`src/rtl/rtm_d2c.sv`:
```
// rtm_d2c: loads a tensor from DRAM into the RTM (DRAM-to-chip direction).
//
// Issues a single DMA read descriptor, accepts the DMA read AXI-Stream,
// packs N = S*R*8/DDR_AXIS_DATA_WIDTH consecutive beats into one RTM word
// (beat 0 in the LSBs) and writes each word to all S banks at consecutive
// word addresses starting at c_addr.
//
// State  | meaning
// -------+-----------------------------------------------------------
// IDLE   | waiting for start_pulse
// REQ    | one cycle: load counters, strobe the read descriptor
// XFER   | accepting stream beats, packing and writing RTM words
// DRAIN  | tlast seen; waiting for DMA status before done_pulse
//
// Ports:
//   clk, rst                     clock, synchronous active-high reset
//   start_pulse, d_addr,
//   c_addr, n_bytes              command from the instruction decoder
//   done_pulse, busy             command status
//   dma_rd_desc_*                DMA read descriptor / completion status
//   dma_rd_read_data_*           DMA read AXI-Stream
//   rtm_wr_vld, rtm_wr_en,
//   rtm_wr_addr, rtm_din         RTM write port (all banks written together)

module rtm_d2c #(
    parameter int DDR_AXIS_DATA_WIDTH = 512,
    parameter int DDR_AXI_ADDR_WIDTH  = 32,
    parameter int DDR_LEN_WIDTH       = 32,
    parameter int S                   = 8,
    parameter int R                   = 16,
    parameter int RTM_DEPTH           = 4096,
    localparam int AW                 = $clog2(RTM_DEPTH)
) (
    input  logic                           clk,
    input  logic                           rst,
    input  logic                           start_pulse,
    input  logic [31:0]                    d_addr,
    input  logic [31:0]                    c_addr,
    input  logic [31:0]                    n_bytes,
    output logic                           done_pulse,
    output logic                           busy,
    output logic [DDR_AXI_ADDR_WIDTH-1:0]  dma_rd_desc_addr,
    output logic [DDR_LEN_WIDTH-1:0]       dma_rd_desc_len,
    output logic                           dma_rd_desc_valid,
    input  logic                           dma_rd_desc_status_valid,
    input  logic [DDR_AXIS_DATA_WIDTH-1:0] dma_rd_read_data_tdata,
    input  logic                           dma_rd_read_data_tvalid,
    output logic                           dma_rd_read_data_tready,
    input  logic                           dma_rd_read_data_tlast,
    output logic                           rtm_wr_vld,
    output logic [S-1:0]                   rtm_wr_en,
    output logic [S*AW-1:0]                rtm_wr_addr,
    output logic [S*R*8-1:0]               rtm_din
);

    localparam int DW    = DDR_AXIS_DATA_WIDTH;
    localparam int WW    = S * R * 8;
    localparam int N     = WW / DW;
    localparam int LW    = (N > 1) ? $clog2(N) : 1;
    localparam int RS_LG = $clog2(R * S);
    localparam int TW    = 32 - RS_LG;

    typedef enum logic [1:0] {IDLE, REQ, XFER, DRAIN} state_t;

    state_t state, state_nxt;

    logic [31:0]                   d_addr_r;
    logic [31:0]                   n_bytes_r;
    logic [AW-1:0]                 next_addr;
    logic [TW-1:0]                 total_words;
    logic [TW-1:0]                 word_cnt;
    logic [LW-1:0]                 lane;
    logic                          sts_seen;
    logic [WW-1:0]                 pack;
    logic [WW-1:0]                 pack_nxt;

    logic                          desc_valid_r;
    logic [DDR_AXI_ADDR_WIDTH-1:0] desc_addr_r;
    logic [DDR_LEN_WIDTH-1:0]      desc_len_r;
    logic                          wr_vld_r;
    logic [S-1:0]                  wr_en_r;
    logic [AW-1:0]                 wr_addr_r;
    logic [WW-1:0]                 din_r;
    logic                          done_r;

    logic                          beat_acc;
    logic                          beat_cmpl;
    logic                          wr_issue;
    logic                          unused_bits;

    assign unused_bits = ^c_addr[31:AW];

    assign beat_acc  = (state == XFER) && dma_rd_read_data_tvalid;
    // A word completes on the last lane, or early on tlast (partial word).
    assign beat_cmpl = beat_acc && (dma_rd_read_data_tlast || (lane == LW'(N - 1)));
    // Words beyond the requested size are accepted from the stream but dropped.
    assign wr_issue  = beat_cmpl && (word_cnt < total_words);

    always_comb begin
        pack_nxt = pack;
        pack_nxt[lane*DW +: DW] = dma_rd_read_data_tdata;
    end

    always_ff @(posedge clk) begin
        if (rst) begin
            state <= IDLE;
        end else begin
            state <= state_nxt;
        end
    end

    // The final write is registered on the tlast edge, so by the time DRAIN
    // is entered it has already issued; only the DMA status is awaited.
    always_comb begin
        state_nxt = state;
        case (state)
            IDLE:    if (start_pulse) state_nxt = REQ;
            REQ:     state_nxt = XFER;
            XFER:    if (beat_acc && dma_rd_read_data_tlast) state_nxt = DRAIN;
            DRAIN:   if (sts_seen || dma_rd_desc_status_valid) state_nxt = IDLE;
            default: state_nxt = IDLE;
        endcase
    end

    always_ff @(posedge clk) begin
        if (rst) begin
            d_addr_r     <= '0;
            n_bytes_r    <= '0;
            next_addr    <= '0;
            total_words  <= '0;
            word_cnt     <= '0;
            lane         <= '0;
            sts_seen     <= 1'b0;
            pack         <= '0;
            desc_valid_r <= 1'b0;
            desc_addr_r  <= '0;
            desc_len_r   <= '0;
            wr_vld_r     <= 1'b0;
            wr_en_r      <= '0;
            wr_addr_r    <= '0;
            din_r        <= '0;
            done_r       <= 1'b0;
        end else begin
            desc_valid_r <= 1'b0;
            wr_vld_r     <= 1'b0;
            wr_en_r      <= '0;
            done_r       <= 1'b0;
            case (state)
                IDLE: begin
                    if (start_pulse) begin
                        d_addr_r  <= d_addr;
                        next_addr <= c_addr[AW-1:0];
                        n_bytes_r <= n_bytes;
                    end
                end
                REQ: begin
                    desc_valid_r <= 1'b1;
                    desc_addr_r  <= DDR_AXI_ADDR_WIDTH'(d_addr_r);
                    desc_len_r   <= DDR_LEN_WIDTH'(n_bytes_r);
                    total_words  <= n_bytes_r[31:RS_LG];
                    word_cnt     <= '0;
                    lane         <= '0;
                    pack         <= '0;
                    sts_seen     <= dma_rd_desc_status_valid;
                end
                XFER: begin
                    if (dma_rd_desc_status_valid) sts_seen <= 1'b1;
                    if (beat_acc) begin
                        if (beat_cmpl) begin
                            lane <= '0;
                            pack <= '0;
                            if (wr_issue) begin
                                wr_vld_r  <= 1'b1;
                                wr_en_r   <= '1;
                                wr_addr_r <= next_addr;
                                din_r     <= pack_nxt;
                                next_addr <= next_addr + 1'b1;
                                word_cnt  <= word_cnt + 1'b1;
                            end
                        end else begin
                            lane <= lane + 1'b1;
                            pack <= pack_nxt;
                        end
                    end
                end
                DRAIN: begin
                    if (dma_rd_desc_status_valid) sts_seen <= 1'b1;
                    if (state_nxt == IDLE) done_r <= 1'b1;
                end
                default: ;
            endcase
        end
    end

    assign busy                    = (state != IDLE);
    assign done_pulse              = done_r;
    assign dma_rd_desc_valid       = desc_valid_r;
    assign dma_rd_desc_addr        = desc_addr_r;
    assign dma_rd_desc_len         = desc_len_r;
    assign dma_rd_read_data_tready = (state == XFER);
    assign rtm_wr_vld              = wr_vld_r;
    assign rtm_wr_en               = wr_en_r;
    assign rtm_wr_addr             = {S{wr_addr_r}};
    assign rtm_din                 = din_r;

endmodule
```
`config.mk`:
```
export PLATFORM = sky130hd
export DESIGN_NAME = rtm_d2c
export DESIGN_NICKNAME = d
export VERILOG_FILES = /design/src/rtl/rtm_d2c.sv
export SDC_FILE = /design/constraint.sdc
export NUM_CORES = 2
export LEC_CHECK = 0
export CAP_MARGIN = 20
export CORE_AREA = 8 8 690 692
export DETAILED_ROUTE_END_ITERATION = 6
export DIE_AREA = 0 0 698 700
export PLACE_DENSITY = 0.38
export RECOVER_POWER = 25
export SLEW_MARGIN = 20
export SYNTH_ARGS = -nofsm -noshare
export SYNTH_HDL_FRONTEND = slang
export SYNTH_SLANG_ARGS = --single-unit
```
`constraint.sdc`:
```
create_clock -name clk -period 4.2 [get_ports clk]
set_input_delay 0.42 -clock clk [delete_from_list [all_inputs] [get_ports clk]]
set_output_delay 0.42 -clock clk [all_outputs]
set_load 0.05 [all_outputs]
```
==> out/results.tsv <==
metric	value	unit
Worst Setup Start Kind	register	
worst skew pair latency	0.93	ns
clock power share	48.7	%
final setup fails	0	
vias per cell	4.196	
Die Wd	698	um
sequential-to-total area share from yosys stat	53.92	%
NumNets Final	10500	
Initial Utilization	17.81	%
slowest CP cell	clkdlybuf4s50_1	
worst hold endpoint	rtm_din[620]$_SDFFE_PP0P_	
Worst setup EP type	primary output	
Critical R2R Capture	pack[649]$_SDFFE_PP0P_	
sw frac	26.54	%
critical path, cell by cell	nand2b_1, clkinvlp_2, buf_4, clkdlybuf4s50_1	
setup bufs post-CTS	0	
FMAX	0.2795	GHz
grt ovf	0	
slowest stage delay, CP	0.76	ns
Final min period	3.578	ns
RSZ-0062 raised after global routing	false	
fin. max-slew vios	124	
reg-to-reg setup timing slack	0.68	ns
worst r2r path cells	8	
worst slew pin tran	2.790	ns
Reg power frac	41.7	%
run status	complete, but fails checks	
Async S/R FF share, synth	0	%
die span in y	700	um
initial antenna violation count	137	
total CTS buffers	289	
total power	52.34	mW
M1 WL	172700	um
total core area	465400	sq um
DRC viols	0	
CP required	3.78	ns
top sig layer	met5	
Power Density	447.6	nW/um^2
PnR worst setup slack	0.6224	ns
I/O Buffers	1790	
critical-path maximum fanout	15	
number of enable flip-flop cells after synthesis	0	
hold path depth	2	
Area Overhead vs Synth	41.12	%
HP Start	rst	
met2 wire length	197700	um
Yosys warning count	0	
share of layout cells above drive strength 1	6.040	%
Rel. slew slack	-86.00	%
DRT Pass-1 Iters	7	
Tcrit/Tclk final	85.18	%
row cnt	251	
gpl congestion	0.8692	
final setup skew	0.07288	ns
Worst VDD drop	277.0	uV
via count	68450	
H-tree level count	5	
# IOs	1811	
library cells used by synthesis	54	
hold-fix buffers at CTS	55	
Seq cells post-synth	2232	
wire per inst	25.65	um
gr usage total	16.20	%
clock slew at reported path FFs	0.06	ns
vias in the first global route	66650	
Switching Power	13.89	mW
failing checks	capacitance limit, slew limit	
Final Hold Viols	0	
synthesized net count	9051	
Setup TNS	0	ns
final wirelength	418500	um
critical path type	register to primary output	
Hold Crit Class	input port to register	
WP data arrival	3.16	ns
DR iter-0 viols	4127	
post-CTS sizing	0	
met3 WL	33570	um
largest net degree at the start of global routing	207	
most common cell after layout, fill and taps aside	dfxtp_1	
Routed Antenna Nets	0	
Internal	38.45	mW
worst reg2reg path startpoint	state[1]$_SDFF_PP0_	
first-pass GRT wire length	570600	um
synthesized instance count	8411	
Logic pwr share	9.6	%
Top FF cell, synth	dfxtp_1	
TritonCTS clock tree	yes	
detailed-placement wirelength estimate	313500	um
P_leak	39.18	nW
DIE AREA	488600	sq um
pre-CTS setup slack	0.5737	ns
most frequent cells in the layout	2231 x dfxtp_1, 1562 x nor2_1, 1098 x clkdlybuf4s50_1, 1025 x a211oi_1, 1024 x mux2i_1	
Clock Root Buffer	clkbuf_16	
max_cap viols	2	
CTS max path bufs	4	
synthesized area	82870	sq um
Mean Syn Cell Area	9.853	sq um
clock sinks	2232	
==> final cells by class <==
cell class              count  area [sq um]
multi-input cells        5309         34310
inverters                  32         121.4
diodes                     34         85.08
clock buffers             444          8731
flip-flops and latches   2232         44690
repair buffers           1995         20250
clock inverters            70          1011
fillers                 49510        348500
well taps                6198          7755
==> per-layer routing <==
layer	up-vias	track usage, %
li1	32570	-
met1	33210	19.21
met2	2019	27.40
met3	595	5.722
met4	50	4.939
met5	-	0
==> flip-flops by register name (all words and copies together), names as in the netlist, 2 cells and up <==
signal and count:
rtm_din 1024, state 2, total_words 25, n_bytes_r 32
dma_rd_desc_addr 32, wr_addr_r 12, pack 1024, dma_rd_desc_len 7
next_addr 12, d_addr_r 32, word_cnt 25
==> metrics by stage <==
step / hold slack [ns] / util (%) / instances / cell area (sq um)
after floorplan: 0.4291 / - / 8411 / 82870
after global placement: 0.4405 / 22.91 / 15710 / 106600
after detailed placement: 0.4429 / 22.91 / 15710 / 106600
after CTS: 0.001703 / 25.12 / 16280 / 116900
after global routing: 0.03059 / 25.12 / 16290 / 116900
final: 0.08077 / 25.13 / 16310 / 116900
==> power by group through the flow <==
stage / Combinational (mW) / Sequential, mW / Clock [mW]
2_1_floorplan: 1.72 / 23.1 / 0
4_1_cts: 5.17 / 21.9 / 26.4
6_report: 5.01 / 21.8 / 25.5
3_5_place_dp: 5.10 / 22.3 / 0
3_3_place_gp: 5.09 / 22.3 / 0
5_1_grt: 5.32 / 21.9 / 27.2
==> kinds of logic (layout without fill, tap and decap cells) <==
logic type / after synthesis / count (layout) / share of synthesized area (%)
simple gates: 2483 / 2483 / 13.08
mux: 1024 / 1024 / 12.37
flops: 2232 / 2232 / 53.92
compound gates: 1771 / 1771 / 15.47
fa+ha+maj: 26 / 26 / 0.3926
xor+xnor: 5 / 5 / 0.05284
other cells: 0 / 34 / 0
buf+inv: 870 / 2541 / 4.715
==> how the worst max path moves through the flow <==
| stage | start | endpoint | slack, ns | cells after the start |
|---|---|---|---|---|
| 3_3_place_gp | dma_rd_read_data_tvalid | pack[760]$_SDFFE_PP0P_ | 0.57 | 7 |
| 5_1_grt | state[1]$_SDFF_PP0_ | pack[649]$_SDFFE_PP0P_ | 0.39 | 8 |
| 4_1_cts | state[1]$_SDFF_PP0_ | dma_rd_read_data_tready | 0.79 | 4 |
| 6_report | state[0]$_SDFF_PP0_ | dma_rd_read_data_tready | 0.62 | 4 |
| 2_1_floorplan | total_words[23]$_SDFFE_PP0P_ | next_addr[9]$_SDFFE_PP0P_ | 1.33 | 10 |
| 3_5_place_dp | dma_rd_read_data_tvalid | pack[712]$_SDFFE_PP0P_ | 0.57 | 7 |
==> worst max-delay path, delay by kind of cell, from the launching register on <==
kind / cells / cell delay (ns)
simple gates: 1 / 0.49
flops: 1 / 0.42
buf+inv: 3 / 1.35
==> synthesized netlist by cell type (2+ instances only) <==
cell      instances  area [sq um]
dfxtp_1        2232         44680
nor2_1         1564          5871
a211oi_1       1025          7695
mux2i_1        1024         10250
and2_1          515          3222
a22oi_1         513          3851
clkbuf_1        499          1873
nand2_1         315          1182
buf_2           224          1121
a21oi_1         179         895.9
buf_4            94         705.7
inv_1            31         116.4
ha_1             26         325.3
nand3_1          22         110.1
o21ai_0          22         110.1
buf_1            20         75.07
or3_1            10         62.56
nand4_1           9         56.30
o31ai_1           9         67.56
and3_1            8         50.05
nor3_1            8         40.04
or4_1             8         60.06
nor4_1            7         43.79
xnor2_1           5         43.79
a31oi_1           3         18.77
nand2b_1          3         18.77
nand4b_1          3         26.28
nor2b_1           3         18.77
a221oi_1          2         17.52
a311oi_1          2         17.52
o211ai_1          2         15.01
o311ai_0          2         17.52
Power figures use the tool's default switching activity.
